===== config.mk =====
export PLATFORM = sky130hd
export DESIGN_NAME = imm_decode_stage_flat
export DESIGN_NICKNAME = d
export VERILOG_FILES = /design/src/rtl/imm_decode_stage_pkg.sv /design/src/rtl/imm_decode_stage_if.sv /design/src/rtl/imm_decode_stage_field_decode.sv /design/src/rtl/imm_decode_stage.sv /design/src/flat_wrapper.sv
export SDC_FILE = /design/constraint.sdc
export NUM_CORES = 1
export LEC_CHECK = 0
export ABC_CLOCK_PERIOD_IN_PS = 3200
export BUFFER_PORTS_ARGS = -buffer_cell sky130_fd_sc_hd__buf_2
export CAP_MARGIN = 20
export CELL_PAD_IN_SITES_DETAIL_PLACEMENT = 1
export CELL_PAD_IN_SITES_GLOBAL_PLACEMENT = 2
export CORE_AREA = 4 4 104 116
export CTS_BUF_LIST = sky130_fd_sc_hd__clkbuf_8 sky130_fd_sc_hd__clkbuf_16
export DETAILED_ROUTE_END_ITERATION = 10
export DIE_AREA = 0 0 108 120
export MAX_ROUTING_LAYER = met4
export PLACE_DENSITY_LB_ADDON = 0.1
export RECOVER_POWER = 50
export SETUP_SLACK_MARGIN = 0.15
export SLEW_MARGIN = 40
export SYNTH_ARGS = -nofsm -noshare
export SYNTH_HDL_FRONTEND = slang
export SYNTH_HIERARCHICAL = 1
export SYNTH_SLANG_ARGS = --single-unit

===== constraint.sdc =====
create_clock -name clk -period 3.2 [get_ports clk]
set_clock_uncertainty 0.05 [all_clocks]
set_input_delay 0.16 -clock clk [delete_from_list [all_inputs] [get_ports clk]]
set_output_delay 0.16 -clock clk [all_outputs]
set_load 0.05 [all_outputs]

===== src/rtl/imm_decode_stage_pkg.sv =====
// Shared decode constants: instruction formats, extend-unit select codes and
// field bit positions. The extend unit imports these same definitions.
package imm_decode_stage_pkg;

  typedef enum logic [1:0] {
    FMT_REG   = 2'b00,
    FMT_ADDR  = 2'b01,
    FMT_IMM19 = 2'b10,
    FMT_IMM15 = 2'b11
  } fmt_e;

  localparam logic [1:0] EXT_SEL_REG   = 2'b00;
  localparam logic [1:0] EXT_SEL_ADDR  = 2'b01;
  localparam logic [1:0] EXT_SEL_IMM19 = 2'b10;
  localparam logic [1:0] EXT_SEL_IMM15 = 2'b11;

  localparam int FMT_HI = 31;
  localparam int FMT_LO = 30;
  localparam int OP_HI  = 29;
  localparam int OP_LO  = 23;
  localparam int INM_HI = 22;
  localparam int INM_LO = 0;
  localparam int INM_W  = INM_HI - INM_LO + 1;
  localparam int OP_W   = OP_HI - OP_LO + 1;

  typedef struct packed {
    logic [INM_W-1:0] inm;
    logic [1:0]       sel;
    logic [OP_W-1:0]  op;
  } dec_t;

endpackage


===== src/rtl/imm_decode_stage_if.sv =====
// Stage bus: upstream valid/ready, downstream valid/ready with decoded fields.
interface imm_decode_stage_if #(parameter int CNT_W = 16);
  logic             flush;
  logic             in_valid;
  logic [31:0]      in_instr;
  logic             in_ready;
  logic             out_valid;
  logic             out_ready;
  logic [22:0]      out_inm;
  logic [1:0]       out_extendSel;
  logic [6:0]       out_op;
  logic [CNT_W-1:0] out_count;

  modport master (
    output flush, in_valid, in_instr, out_ready,
    input  in_ready, out_valid, out_inm, out_extendSel, out_op, out_count
  );

  modport slave (
    input  flush, in_valid, in_instr, out_ready,
    output in_ready, out_valid, out_inm, out_extendSel, out_op, out_count
  );
endinterface


===== src/rtl/imm_decode_stage_field_decode.sv =====
// Combinational instruction -> {immediate, extend select, opcode} decode.
module imm_field_decode
  import imm_decode_stage_pkg::*;
(
  input  logic [31:0] i_instr,
  output dec_t        o_dec
);

  // Select the extend mode from the format bits; register format carries no immediate.
  always_comb begin
    o_dec     = '0;
    o_dec.op  = i_instr[OP_HI:OP_LO];
    o_dec.inm = i_instr[INM_HI:INM_LO];
    case (fmt_e'(i_instr[FMT_HI:FMT_LO]))
      FMT_REG: begin
        o_dec.sel = EXT_SEL_REG;
        o_dec.inm = '0;
      end
      FMT_ADDR:  o_dec.sel = EXT_SEL_ADDR;
      FMT_IMM19: o_dec.sel = EXT_SEL_IMM19;
      FMT_IMM15: o_dec.sel = EXT_SEL_IMM15;
      default:   o_dec.sel = EXT_SEL_REG;
    endcase
  end

endmodule


===== src/rtl/imm_decode_stage.sv =====
// Decode stage: one output register plus one skid register so in_ready can be
// a flop while still sustaining one word per cycle.
module imm_decode_stage
  import imm_decode_stage_pkg::*;
#(
  parameter int CNT_W = 16
) (
  input  logic               clk,
  input  logic               rst,
  imm_decode_stage_if.slave  bus
);

  dec_t             w_dec;
  dec_t             r_out;
  dec_t             r_skid;
  logic             r_out_vld;
  logic             r_skid_vld;
  logic             r_in_rdy;
  logic [CNT_W-1:0] r_count;
  logic             w_acc;
  logic             w_otx;
  logic             w_free;

  imm_field_decode u_dec (
    .i_instr (bus.in_instr),
    .o_dec   (w_dec)
  );

  assign w_acc  = bus.in_valid & r_in_rdy;
  assign w_otx  = r_out_vld & bus.out_ready;
  assign w_free = ~r_out_vld | bus.out_ready;

  // Output/skid occupancy, registered in_ready and the delivered-word counter.
  always_ff @(posedge clk or posedge rst) begin
    if (rst) begin
      r_out      <= '0;
      r_skid     <= '0;
      r_out_vld  <= 1'b0;
      r_skid_vld <= 1'b0;
      r_in_rdy   <= 1'b0;
      r_count    <= '0;
    end else begin
      if (w_otx) r_count <= r_count + 1'b1;
      if (bus.flush) begin
        r_out_vld  <= 1'b0;
        r_skid_vld <= 1'b0;
        r_in_rdy   <= 1'b1;
      end else if (w_free) begin
        // Output slot frees: skid drains first (in_ready was low, so no accept).
        if (r_skid_vld) begin
          r_out      <= r_skid;
          r_out_vld  <= 1'b1;
          r_skid_vld <= 1'b0;
        end else begin
          r_out_vld <= w_acc;
          if (w_acc) r_out <= w_dec;
        end
        r_in_rdy <= 1'b1;
      end else if (w_acc) begin
        r_skid     <= w_dec;
        r_skid_vld <= 1'b1;
        r_in_rdy   <= 1'b0;
      end else begin
        r_in_rdy <= ~r_skid_vld;
      end
    end
  end

  assign bus.in_ready      = r_in_rdy;
  assign bus.out_valid     = r_out_vld;
  assign bus.out_inm       = r_out.inm;
  assign bus.out_extendSel = r_out.sel;
  assign bus.out_op        = r_out.op;
  assign bus.out_count     = r_count;

endmodule

===== src/flat_wrapper.sv =====
// flat-port wrapper written by rule: the top's interface ports become plain ports
module imm_decode_stage_flat import imm_decode_stage_pkg::*;
#(
  parameter int CNT_W = 16
)
  (clk, rst, bus_flush, bus_in_valid, bus_in_instr, bus_out_ready, bus_in_ready, bus_out_valid, bus_out_inm, bus_out_extendSel, bus_out_op, bus_out_count);
  imm_decode_stage_if #(.CNT_W(CNT_W)) bus_i ();
  input  logic clk;
  input  logic rst;
  input wire logic [$bits(bus_i.flush)-1:0] bus_flush;
  input wire logic [$bits(bus_i.in_valid)-1:0] bus_in_valid;
  input wire logic [$bits(bus_i.in_instr)-1:0] bus_in_instr;
  input wire logic [$bits(bus_i.out_ready)-1:0] bus_out_ready;
  output wire logic [$bits(bus_i.in_ready)-1:0] bus_in_ready;
  output wire logic [$bits(bus_i.out_valid)-1:0] bus_out_valid;
  output wire logic [$bits(bus_i.out_inm)-1:0] bus_out_inm;
  output wire logic [$bits(bus_i.out_extendSel)-1:0] bus_out_extendSel;
  output wire logic [$bits(bus_i.out_op)-1:0] bus_out_op;
  output wire logic [$bits(bus_i.out_count)-1:0] bus_out_count;
  assign bus_i.flush = bus_flush;
  assign bus_i.in_valid = bus_in_valid;
  assign bus_i.in_instr = bus_in_instr;
  assign bus_i.out_ready = bus_out_ready;
  assign bus_in_ready = bus_i.in_ready;
  assign bus_out_valid = bus_i.out_valid;
  assign bus_out_inm = bus_i.out_inm;
  assign bus_out_extendSel = bus_i.out_extendSel;
  assign bus_out_op = bus_i.out_op;
  assign bus_out_count = bus_i.out_count;
  imm_decode_stage #(.CNT_W(CNT_W)) u_core (.clk(clk), .rst(rst), .bus(bus_i));
endmodule

# After elaboration in Yosys (flattened, before gate mapping)
# Cells that the tools add are included.
# Widths: inputs -> output; s select.
[totals] ff_bits=83
[op_classes] add_sub_neg=1 n_eq_ne=3 n_mux=13 bitwise=7 n_reduce_logical=6
[op_table] op="$mux 32" n=2
[op_table] op="$mux 23" n=1
[op_table] op="$add 16x1->16 const B" n=1
[op_table] op="$mux 1" n=9
[op_table] op="$pmux 2 s4" n=1
[op_table] op="$reduce_and 3->1" n=2
[op_table] op="$eq 2x2->1 const B" n=2
[op_table] op="$not 1->1" n=4
[op_table] op="$reduce_bool 2->1" n=2
[op_table] op="$reduce_bool 3->1" n=1
[op_table] op="$and 1x1->1" n=2
[op_table] op="$eq 2x1->1 const B" n=1
[op_table] op="$logic_not 2->1" n=1
[op_table] op="$or 1x1->1" n=1

# Depth between registers and ports, before layout
# Gate-level depths: netlist (run 1).
[depth] word_depth=4 depth_mapped=6 mapped_depth_nobuf=5

# Modules after synthesis
# Netlist (run 1), hierarchy kept.
[by_module_without_submodules] module="imm_decode_stage" instances=1 cells_per_inst=279 area_per_inst_um2=3454.6 seq_area_each_um2=2077.0
[by_module_without_submodules] module="imm_field_decode" instances=1 cells_per_inst=36 area_per_inst_um2=277.8 seq_area_each_um2=0.0

# Least setup slack after synthesis (run 1)
# No wires, ideal clock.
[synth_timing] path_type="register to register" from="register u_core.r_out_vld (netlist: u_core/bus.out_valid)" to="register u_core/r_skid[22] (netlist bit)" setup_time_ns=0.125 arrival_time_ns=1.685 required_ns=3.025 path_slack_ns=1.340 stages_incl_launch_ff=5 n_path_buf=1 cell_sequence="dfrtp_1 nand2b_1 nor3_2 buf_2 mux2_2"
[synth_via] elab_chain_len=4
[synth_rtl] item="from (decl)" line="imm_decode_stage.sv:16" source="logic r_out_vld;"
[synth_rtl] item="from (signal assigned)" line="imm_decode_stage.sv:55" source="r_out_vld <= w_acc;"
[synth_rtl] item="$not 1->1" line="imm_decode_stage.sv:31" source="assign w_free = ~r_out_vld | bus.out_ready;"
[synth_rtl] item="$or 1x1->1" line="imm_decode_stage.sv:31"
[synth_rtl] item="$not 1->1 (no line)"
[synth_rtl] item="$reduce_and 3->1 (no line)"
[synth_rtl] item="to (signal assigned)" line="imm_decode_stage.sv:60" source="r_skid <= w_dec;"
[synth_rtl] item="to (decl)" line="imm_decode_stage.sv:15" source="dec_t r_skid;"
# Every way passes these cells.
# A chain may end at the register's enable or synchronous reset.

# Final worst setup path (run 1)
[layout_timing] from="register u_core.r_out_vld (netlist: u_core/bus.out_valid)" to="register u_core/r_skid[29] (netlist bit)"
# Same word-level chain as after synthesis.

==> results of run 1 <==
where the power goes:
| part | total [mW] | switching (mW) | leakage [nW] | internal [mW] |
|---|---|---|---|---|
| combinational | 0.830 | 0.582 | 0.807 | 0.247 |
| clock | 1.03 | 0.409 | 0.152 | 0.619 |
| sequential | 1.39 | 0.130 | 1.01 | 1.26 |
| total | 3.24 | 1.12 | 1.97 | 2.12 |
metrics by stage:
| step | power (mW) | area [µm²] | hold WS [ps] | util |
|---|---|---|---|---|
| finish | 3.24 | 4520 | 22.5 | 0.416 |
| floorplan | 2.04 | 3730 | 173 | - |
| CTS | 3.31 | 4540 | 12.1 | 0.418 |
| global placement | 2.24 | 4240 | 347 | 0.390 |
| detailed placement | 2.26 | 4240 | 183 | 0.390 |
| global route | 3.42 | 4520 | 19.8 | 0.416 |
synthesized netlist by cell type, drive strengths merged (2+ instances only):
cell type	instances	area share
a21oi	34	0.046
buf	22	0.040
clkbuf	5	0.0050
dfrtp	83	0.56
inv	2	0.0020
mux2	33	0.10
mux2i	32	0.086
nand2	9	0.0091
nand3	4	0.0054
nand4	3	0.0050
nor2	36	0.036
nor2b	2	0.0034
nor3	5	0.011
o21a	23	0.046
xnor2	10	0.023
xor2	5	0.012
path summary, 6_finish.rpt:
path	to	slack [ps]
setup / recovery	u_core/r_skid[29]	1510
hold / removal	u_core/r_skid[3]	20
setup reg to reg	u_core/r_skid[29]	1510
hold reg to reg	u_core/bus.out_count[15]	420
max in group asynchronous	u_core/r_skid[26]	2170
min in group asynchronous	u_core/bus.out_count[10]	360
layout make-up:
cell class / count / share of cell area
well taps: 147 / 0.0407
flip-flops and latches: 83 / 0.460
inverters: 2 / 0.00277
multi-input cells: 203 / 0.330
clock buffers: 10 / 0.0529
repair buffers: 91 / 0.101
clock inverters: 6 / 0.0122
routing by layer:
metal	up-vias	track usage
li1	1235	-
met1	1241	0.190
met2	51	0.215
met3	9	0.0328
met4	0	0.0521
met5	-	-
worst max-delay path: cells and delay by family, from the launching register on:
family        cells  cell delay (ps)
mux               1              400
flops             1              390
simple gates      2              310
buf+inv           1              410
repair_timing:
item | 4_1_cts | 5_1_grt
endpoints found under the setup margin | 0 | 0
hold buffers | 1 | 0
buffers inserted | 0 | 0
endpoints found under the hold margin | 50 | 0
state kept, by name, indices dropped and copies added (netlist names):
| name | cells |
|---|---|
| u_core/r_skid | 32 |
| u_core/bus.in_ready | 1 |
| u_core/bus.out_inm | 23 |
| u_core/r_skid_vld | 1 |
| u_core/bus.out_extendSel | 2 |
| u_core/bus.out_op | 7 |
| u_core/bus.out_count | 16 |
| u_core/bus.out_valid | 1 |
cells by family (layout without fill, tap and decap cells):
kind of cell    after synthesis  in the layout  synth area share
buf+inv                      29            109            0.0473
xor+xnor                     15             15            0.0352
compound gates               57             57            0.0919
fa+ha+maj                     1              1           0.00335
simple gates                 65             65            0.0805
mux                          65             65             0.185
flops                        83             83             0.556
==> results.yml, run 1 <==
run_status:
  outcome: "completed"
clock_tree:
  clkSinkCount: 83
  cts.htree.levels: 3
  clk_pin_slew_ps: 60
  cts_root_buf: "clkbuf_16"
  cts-buffers-inserted: 9
  clock_latency_ps: 330
  cts_tree: "yes"
  cts_resized: 0
  clockBufferDepth: 2
run:
  maxCapViolations: 0
route:
  num_vias: 2536
  drc: 0
  drt-initial-drc-count: 46
  wl_met3_um: 378
  wl_met1_um: 4130
  routed.top_layer: "met4"
  drtAntennaViolNets: 0
  avgRoutedWirePerCell_um: 15.9
  wl_met2_um: 3970
  vias_per_cell: 4.68
  wl_um: 8600
  first_pass_iters: 4
sta:
  max_freq_mhz: 592
  setup_slack_ps: 1510
  slew_violations: 0
  tightest_slew_ps: 652
  setup_viol: 0
  rsz0062_at_grt: "false"
  timing.slew.headroom: 0.565
  period_needed_ps: 1690
  fin_crit_sh: 0.527
  hold_violations: 0
  tns_ps: 0
worst_setup_path:
  start_kind: "register"
  crit_fanout: 32
  path_cells: "nand2b_1 > nor3_4 > buf_4 > mux2_2"
  crit_path_start: "u_core/bus.out_valid"
  endpoint_kind: "register"
  cp.required_ps: 3360
  r2r.worst_path.cells: 4
  cp_slowest_cell: "buf_4"
  cp_data_arrival_time_ps: 1850
  max_stage_delay_ps: 410
  timing.rr.start: "u_core/bus.out_valid"
  path_class: "register to register"
layout:
  diodes: 0
  fill_cells: 1236
  fin_cells: 542
  syn2layout_area_growth_pct: 21.1
  layout_common_cells: "dfrtp_1, buf_2, nor2_1"
  multi_input_area_mm2: 0.00149
  nets: 428
  layout.area.seq_mm2: 0.00208
  drive_above_1_share: 0.311
  final_common_cell: "dfrtp_1"
placed_design:
  hpwlAfterDp_um: 5530
  gp_congestion: 0.728
  port_buffers: 86
  placed_cells: 525
  place_ws_ps: 1500
synthesis:
  synth_seq_area_share: 0.556
  yosysWarnings: 6
  syn_area_per_cell_um2: 11.8
  ys.flop_type: "dfrtp_1"
  ys_types: 28
  synthesis.area_mm2: 0.00373
  synth_edf_count: 0
  synth_fp_nets: 353
  ys_seq_elements: 83
  ys_async_sr_fraction: 1.00
  netlist_instances: 315
min_path:
  holdCritPathClass: "input port to register"
  hold_start: "bus_in_instr[26]"
  hold_path_depth: 2
global_route:
  grt_pass1_wl_um: 14100
  grt_usage: 0.143
  overflow: 0
  antenna_found_initial: 0
  grt_max_degree: 65
  grt_pass1_vias: 2705
die:
  die_h_um: 120
  core_area_mm2: 0.0109
  io_pins: 87
  die_w_um: 108
  num_rows: 40
  die_area_mm2: 0.0130
  initial_core_util: 0.344
power:
  p_leak_nw: 1.97
  p_per_area_mw_per_mm2: 718
  peakVddDrop_mv: 0.355
Note: power is estimated with default switching activity, not from simulation.
==> inputs of run 2 (changes only) <==
Settings changed: ABC_CLOCK_PERIOD_IN_PS 3200 to 1650.
Clock period 3.2 ns to 1.65 ns, I/O delays scaled along.
==> run 2 against run 1 <==
Net effect:
- combinational power is 120% higher
- utilization rose by 5.5 points
- die area unchanged
- sequential share of layout area shrank 5.0 points
- critical path depth increased by 1
- worst hold slack improved by 45 ps
- total power is 110% higher
- sequential power increased by 95%
- first-iteration DRC count is 30% higher
- routed wire length rose by 11%
==> results.yml, run 2 (synthesis results as in run 1) <==
run_status:
  outcome: "completed"
placed_design:
  port_buffers: 86
  hpwlAfterDp_um: 6020
  gp_congestion: 0.718
worst_setup_path:
  cp_slowest_cell: "dfrtp_2"
  path_cells: "nand2b_4 > nor3_4 > buf_6 > buf_12 > mux2_2"
  start_kind: "register"
  crit_family: "flip-flops"
  max_stage_delay_ps: 410
  r2r.worst_path.cells: 5
  cp.required_ps: 1820
  crit_fanout: 10
  reg2reg_to: "u_core/r_skid[4]"
  path_buf_inv: 2
  cp_data_arrival_time_ps: 1670
  timing.rr.start: "u_core/bus.out_valid"
  endpoint_kind: "register"
  path_class: "register to register"
  r2r_slack_ps: 150
global_route:
  overflow: 0
  grt_pass1_wl_um: 14600
  grt_max_degree: 38
  grt_pass1_vias: 2764
  grt_usage: 0.150
  antenna_found_initial: 0
sta:
  max_freq_mhz: 666
  rsz0062_at_grt: "true"
  timing.slew.headroom: 0.342
  slew_violations: 0
  tightest_slew_ps: 981
  fin_crit_sh: 0.911
  setup_viol: 0
  period_needed_ps: 1500
  tns_ps: 0
  hold_violations: 0
run:
  maxCapViolations: 0
die:
  die_w_um: 108
  core_area_mm2: 0.0109
  die_area_mm2: 0.0130
  num_rows: 40
  io_pins: 87
  die_h_um: 120
  initial_core_util: 0.344
route:
  drt-initial-drc-count: 60
  wl_um: 9580
  first_pass_iters: 4
  drtAntennaViolNets: 0
  avgRoutedWirePerCell_um: 16.8
  drc: 0
  num_vias: 2691
  vias_per_cell: 4.70
layout:
  top_register: "u_core/r_skid"
  utilization: 0.471
  drive_above_1_share: 0.398
  diodes: 0
  layout_common_cells: "dfrtp_1, buf_2, a21oi_1"
  final_common_cell: "dfrtp_1"
  syn2layout_area_growth_pct: 36.9
  nets: 458
  largest_register_ff_count: 32
clock_tree:
  cts_tree: "yes"
  cts.htree.levels: 3
  cts-buffers-inserted: 9
  clk_pin_slew_ps: 60
  clockBufferDepth: 2
  cts_root_buf: "clkbuf_16"
  clock_latency_ps: 330
  clkSinkCount: 83
min_path:
  hold_path_end: "u_core/r_skid[14]"
  hold_path_depth: 3
  holdCritPathClass: "input port to register"
  hold_start: "bus_in_instr[5]"
power:
  p_per_area_mw_per_mm2: 1320
  p_leak_nw: 2.24
  peakVddDrop_mv: 0.764
==> run 2: per-layer routing <==
layer,vias to the layer above,track usage,wire length (µm)
met1,1327,0.204,4620
met5,-,-,0
li1,1296,-,-
met4,0,0.0592,150
met3,11,0.0274,374
met2,57,0.220,4440
==> run 2: stage by stage <==
stage / hold WS (ps) / instance area, µm² / worst slack, ps / instances / total power [mW]
finish: 67.1 / 5110 / 148 / 572 / 6.76
global route: 72.9 / 5110 / 73.6 / 572 / 7.13
CTS: 52.6 / 4860 / 126 / 560 / 6.69
detailed placement: 95.9 / 4370 / 96.4 / 531 / 4.43
global placement: 94.5 / 4370 / 138 / 531 / 4.39
floorplan: 92.0 / 3860 / 1.18 / 315 / 4.00
==> run 2: layout make-up <==
cell class	instances	area, µm²
well taps	147	184
fillers	1194	5750
clock inverters	5	76.3
clock buffers	11	253
inverters	2	8.76
multi-input cells	203	1640
repair buffers	121	857
flip-flops and latches	83	2090
==> run 2: how the worst max path moves through the flow <==
| stage | from | end | slack [ps] | cells after the start |
|---|---|---|---|---|
| after floorplan | u_core/bus.out_valid | u_core/r_skid[22] | 1 | 4 |
| after global placement | u_core/bus.out_valid | u_core/r_skid[23] | 140 | 4 |
| after detailed placement | u_core/bus.out_valid | u_core/r_skid[19] | 100 | 4 |
| after CTS | u_core/bus.out_valid | u_core/bus.out_inm[2] | 130 | 5 |
| after global routing | u_core/bus.out_valid | u_core/bus.out_count[15] | 70 | 4 |
| final | u_core/bus.out_valid | u_core/r_skid[4] | 150 | 5 |
==> run 2: power by group <==
| part | switching [mW] | internal [mW] |
|---|---|---|
| sequential | 0.261 | 2.45 |
| combinational | 1.20 | 0.662 |
| clock | 0.787 | 1.40 |
==> run 2: tightest hold or removal path, stage by stage <==
cell and delay, ps:
buf_2 80, o21a_1 120, mux2_2 140
==> run 2: what timing repair did <==
action	CTS	global route
pin swaps	1	4
hold buffers	9	0
setup endpoints to repair	30	60
hold endpoints to repair	27	0
resized for setup	5	42
gates cloned	2	3
buffers inserted	2	9
==> inputs of run 3 (changes only) <==
--- a/config.mk
+++ b/config.mk
@@ -14,2 +14,3 @@
 export CTS_BUF_LIST = sky130_fd_sc_hd__clkbuf_8 sky130_fd_sc_hd__clkbuf_16
+export CTS_CLUSTER_SIZE = 30
 export DETAILED_ROUTE_END_ITERATION = 10
==> constraint.sdc (replaced) <==
create_clock -name clk -period 1.65 [get_ports clk]
set_clock_uncertainty 0.05 [all_clocks]
set_input_delay 0.4125 -clock clk [delete_from_list [all_inputs] [get_ports clk]]
set_output_delay 0.4125 -clock clk [all_outputs]
set_load 0.05 [all_outputs]
==> run 3 against run 2 <==
Net effect:
- combinational power is essentially flat
- utilization fell by 0.23 points
- sequential cell count unchanged
- sequential power barely moved
- via count up 1.3%
- first-iteration DRC count fell by 13%
- worst hold slack better by 46 ps
- design area is 0.49% lower
- final cell count is 0.87% lower
- sequential share of layout area increased by 0.20 points
- routed wire length rose by 4.8%
- critical path type unchanged
- critical endpoint is now u_core/bus.out_count[10]
- largest cell class unchanged
- highest routed layer unchanged
==> results.yml, run 3 (synthesis results as in run 1) <==
worst_setup_path:
  endpoint_kind: "register"
  start_kind: "register"
  crit_family: "buffers and inverters"
  reg2reg_to: "u_core/bus.out_count[10]"
  cp_data_arrival_time_ps: 1680
  crit_fanout: 4
  cp-endpoint: "u_core/bus.out_count[10]"
  cp.required_ps: 1810
  max_stage_delay_ps: 410
  crit_cells: 7
  path_class: "register to register"
  path_buf_inv: 3
  cp_slowest_cell: "dfrtp_2"
  r2r.worst_path.cells: 7
  r2r_slack_ps: 130
  timing.rr.start: "u_core/bus.out_valid"
  path_cells: "clkbuf_1 > nand2_2 > buf_4 > nor3_4 > buf_6 > nand4_1 > xnor2_1"
  crit_path_start: "u_core/bus.out_valid"
layout:
  layout_common_cells: "dfrtp_1, buf_2, nor2_1"
  final_common_cell: "dfrtp_1"
  diodes: 0
  fin_cells: 567
  syn2layout_area_growth_pct: 36.3
  nets: 453
  drive_above_1_share: 0.455
  top_register: "u_core/r_skid"
  largest_register_ff_count: 32
placed_design:
  hpwlAfterDp_um: 6000
  port_buffers: 86
  gp_congestion: 0.732
  placed_cells: 535
global_route:
  grt_usage: 0.150
  grt_max_degree: 45
  overflow: 0
  grt_pass1_wl_um: 14800
  antenna_found_initial: 0
  grt_pass1_vias: 2873
route:
  wl_met2_um: 4670
  num_vias: 2727
  avgRoutedWirePerCell_um: 17.7
  wl_met1_um: 4860
  wl_met3_um: 374
  first_pass_iters: 4
  drc: 0
  drtAntennaViolNets: 0
  drt-initial-drc-count: 52
  vias_per_cell: 4.81
  routed.top_layer: "met4"
  wl_um: 10000
clock_tree:
  clkSinkCount: 83
  cts_tree: "yes"
  clk_pin_slew_ps: 60
  clockBufferDepth: 2
  clock_latency_ps: 330
  cts.htree.levels: 3
  cts_hold_buf: 0
  cts_root_buf: "clkbuf_16"
  cts-buffers-inserted: 9
die:
  num_rows: 40
  initial_core_util: 0.344
  die_area_mm2: 0.0130
  die_h_um: 120
  io_pins: 87
  die_w_um: 108
  core_area_mm2: 0.0109
sta:
  fin_crit_sh: 0.921
  timing.slew.headroom: 0.501
  slew_violations: 0
  hold_ws_ps: 113
  period_needed_ps: 1520
  tightest_slew_ps: 744
  hold_violations: 0
  setup_viol: 0
  rsz0062_at_grt: "true"
  max_freq_mhz: 658
power:
  p_sw_mw: 2.26
  comb_power_share: 0.281
  intPower_mw: 4.45
  peakVddDrop_mv: 0.814
  switching_share: 0.337
  p_leak_nw: 2.28
  pwr-share-seq: 0.405
  finalPower_mw: 6.72
  p_per_area_mw_per_mm2: 1320
  pwr-share-clk: 0.314
run:
  maxCapViolations: 0
run_status:
  outcome: "completed"
min_path:
  holdCritPathClass: "input port to async pin"
==> run 3: worst min-delay path by stage <==
stage	cells after the start	from	slack, ps	to
3_3_place_gp	2	rst	390	u_core/bus.out_inm[18]
3_5_place_dp	2	rst	390	u_core/bus.out_inm[18]
6_report	2	rst	110	u_core/r_skid[4]
4_1_cts	2	rst	30	u_core/r_skid[4]
5_1_grt	2	rst	150	u_core/r_skid[4]
2_1_floorplan	1	u_core/r_skid[26]	410	u_core/r_skid[26]
==> run 3: per-stage QoR <==
stage / worst slack, ps / TNS (ps) / util / instance area (µm²)
final: 131 / 0 / 0.468 / 5090
after global routing: 37.0 / 0 / 0.468 / 5090
after CTS: 152 / 0 / 0.440 / 4780
after detailed placement: -105 / -3040 / 0.406 / 4410
after global placement: -79.8 / -2500 / 0.406 / 4410
after floorplan: 1.18 / 0 / - / 3860
==> run 3: final cells by class <==
class | instances | area, µm²
tap | 147 | 184
multi-input combinational | 203 | 1630
clock buffer | 9 | 225
sequential | 83 | 2090
fill | 1197 | 5770
inverter | 2 | 8.76
clock inverter | 7 | 85.1
timing repair buffer | 116 | 860
==> run 3: power by group through the flow <==
| stage | clock network (mW) | logic (mW) | registers, mW |
|---|---|---|---|
| after global placement | 0 | 1.66 | 2.74 |
| after CTS | 2.17 | 1.71 | 2.72 |
| after detailed placement | 0 | 1.69 | 2.75 |
| after floorplan | 0 | 0.588 | 3.42 |
| after global routing | 2.28 | 2.01 | 2.78 |
| final | 2.11 | 1.89 | 2.72 |
==> run 3: worst reg2reg max path: stages (launching register included) <==
cell and delay [ps]:
dfrtp_2 410, clkbuf_1 150, nand2_2 70, buf_4 150, nor3_4 170, buf_6 130
nand4_1 120, xnor2_1 150
==> run 3: metal layers <==
layer  vias up  GRT usage
met1      1372      0.199
met2        63      0.231
met4         0     0.0426
met5         -          -
met3        11     0.0328
li1       1281          -
==> run 3: what timing repair did <==
| item | 4_1_cts | 5_1_grt |
|---|---|---|
| resized for setup | 5 | 44 |
| pin swaps | 1 | 3 |
| cloned | 1 | 7 |
| endpoints found under the setup margin | 37 | 70 |
| setup buffers | 3 | 5 |
| hold endpoints to repair | 0 | 0 |
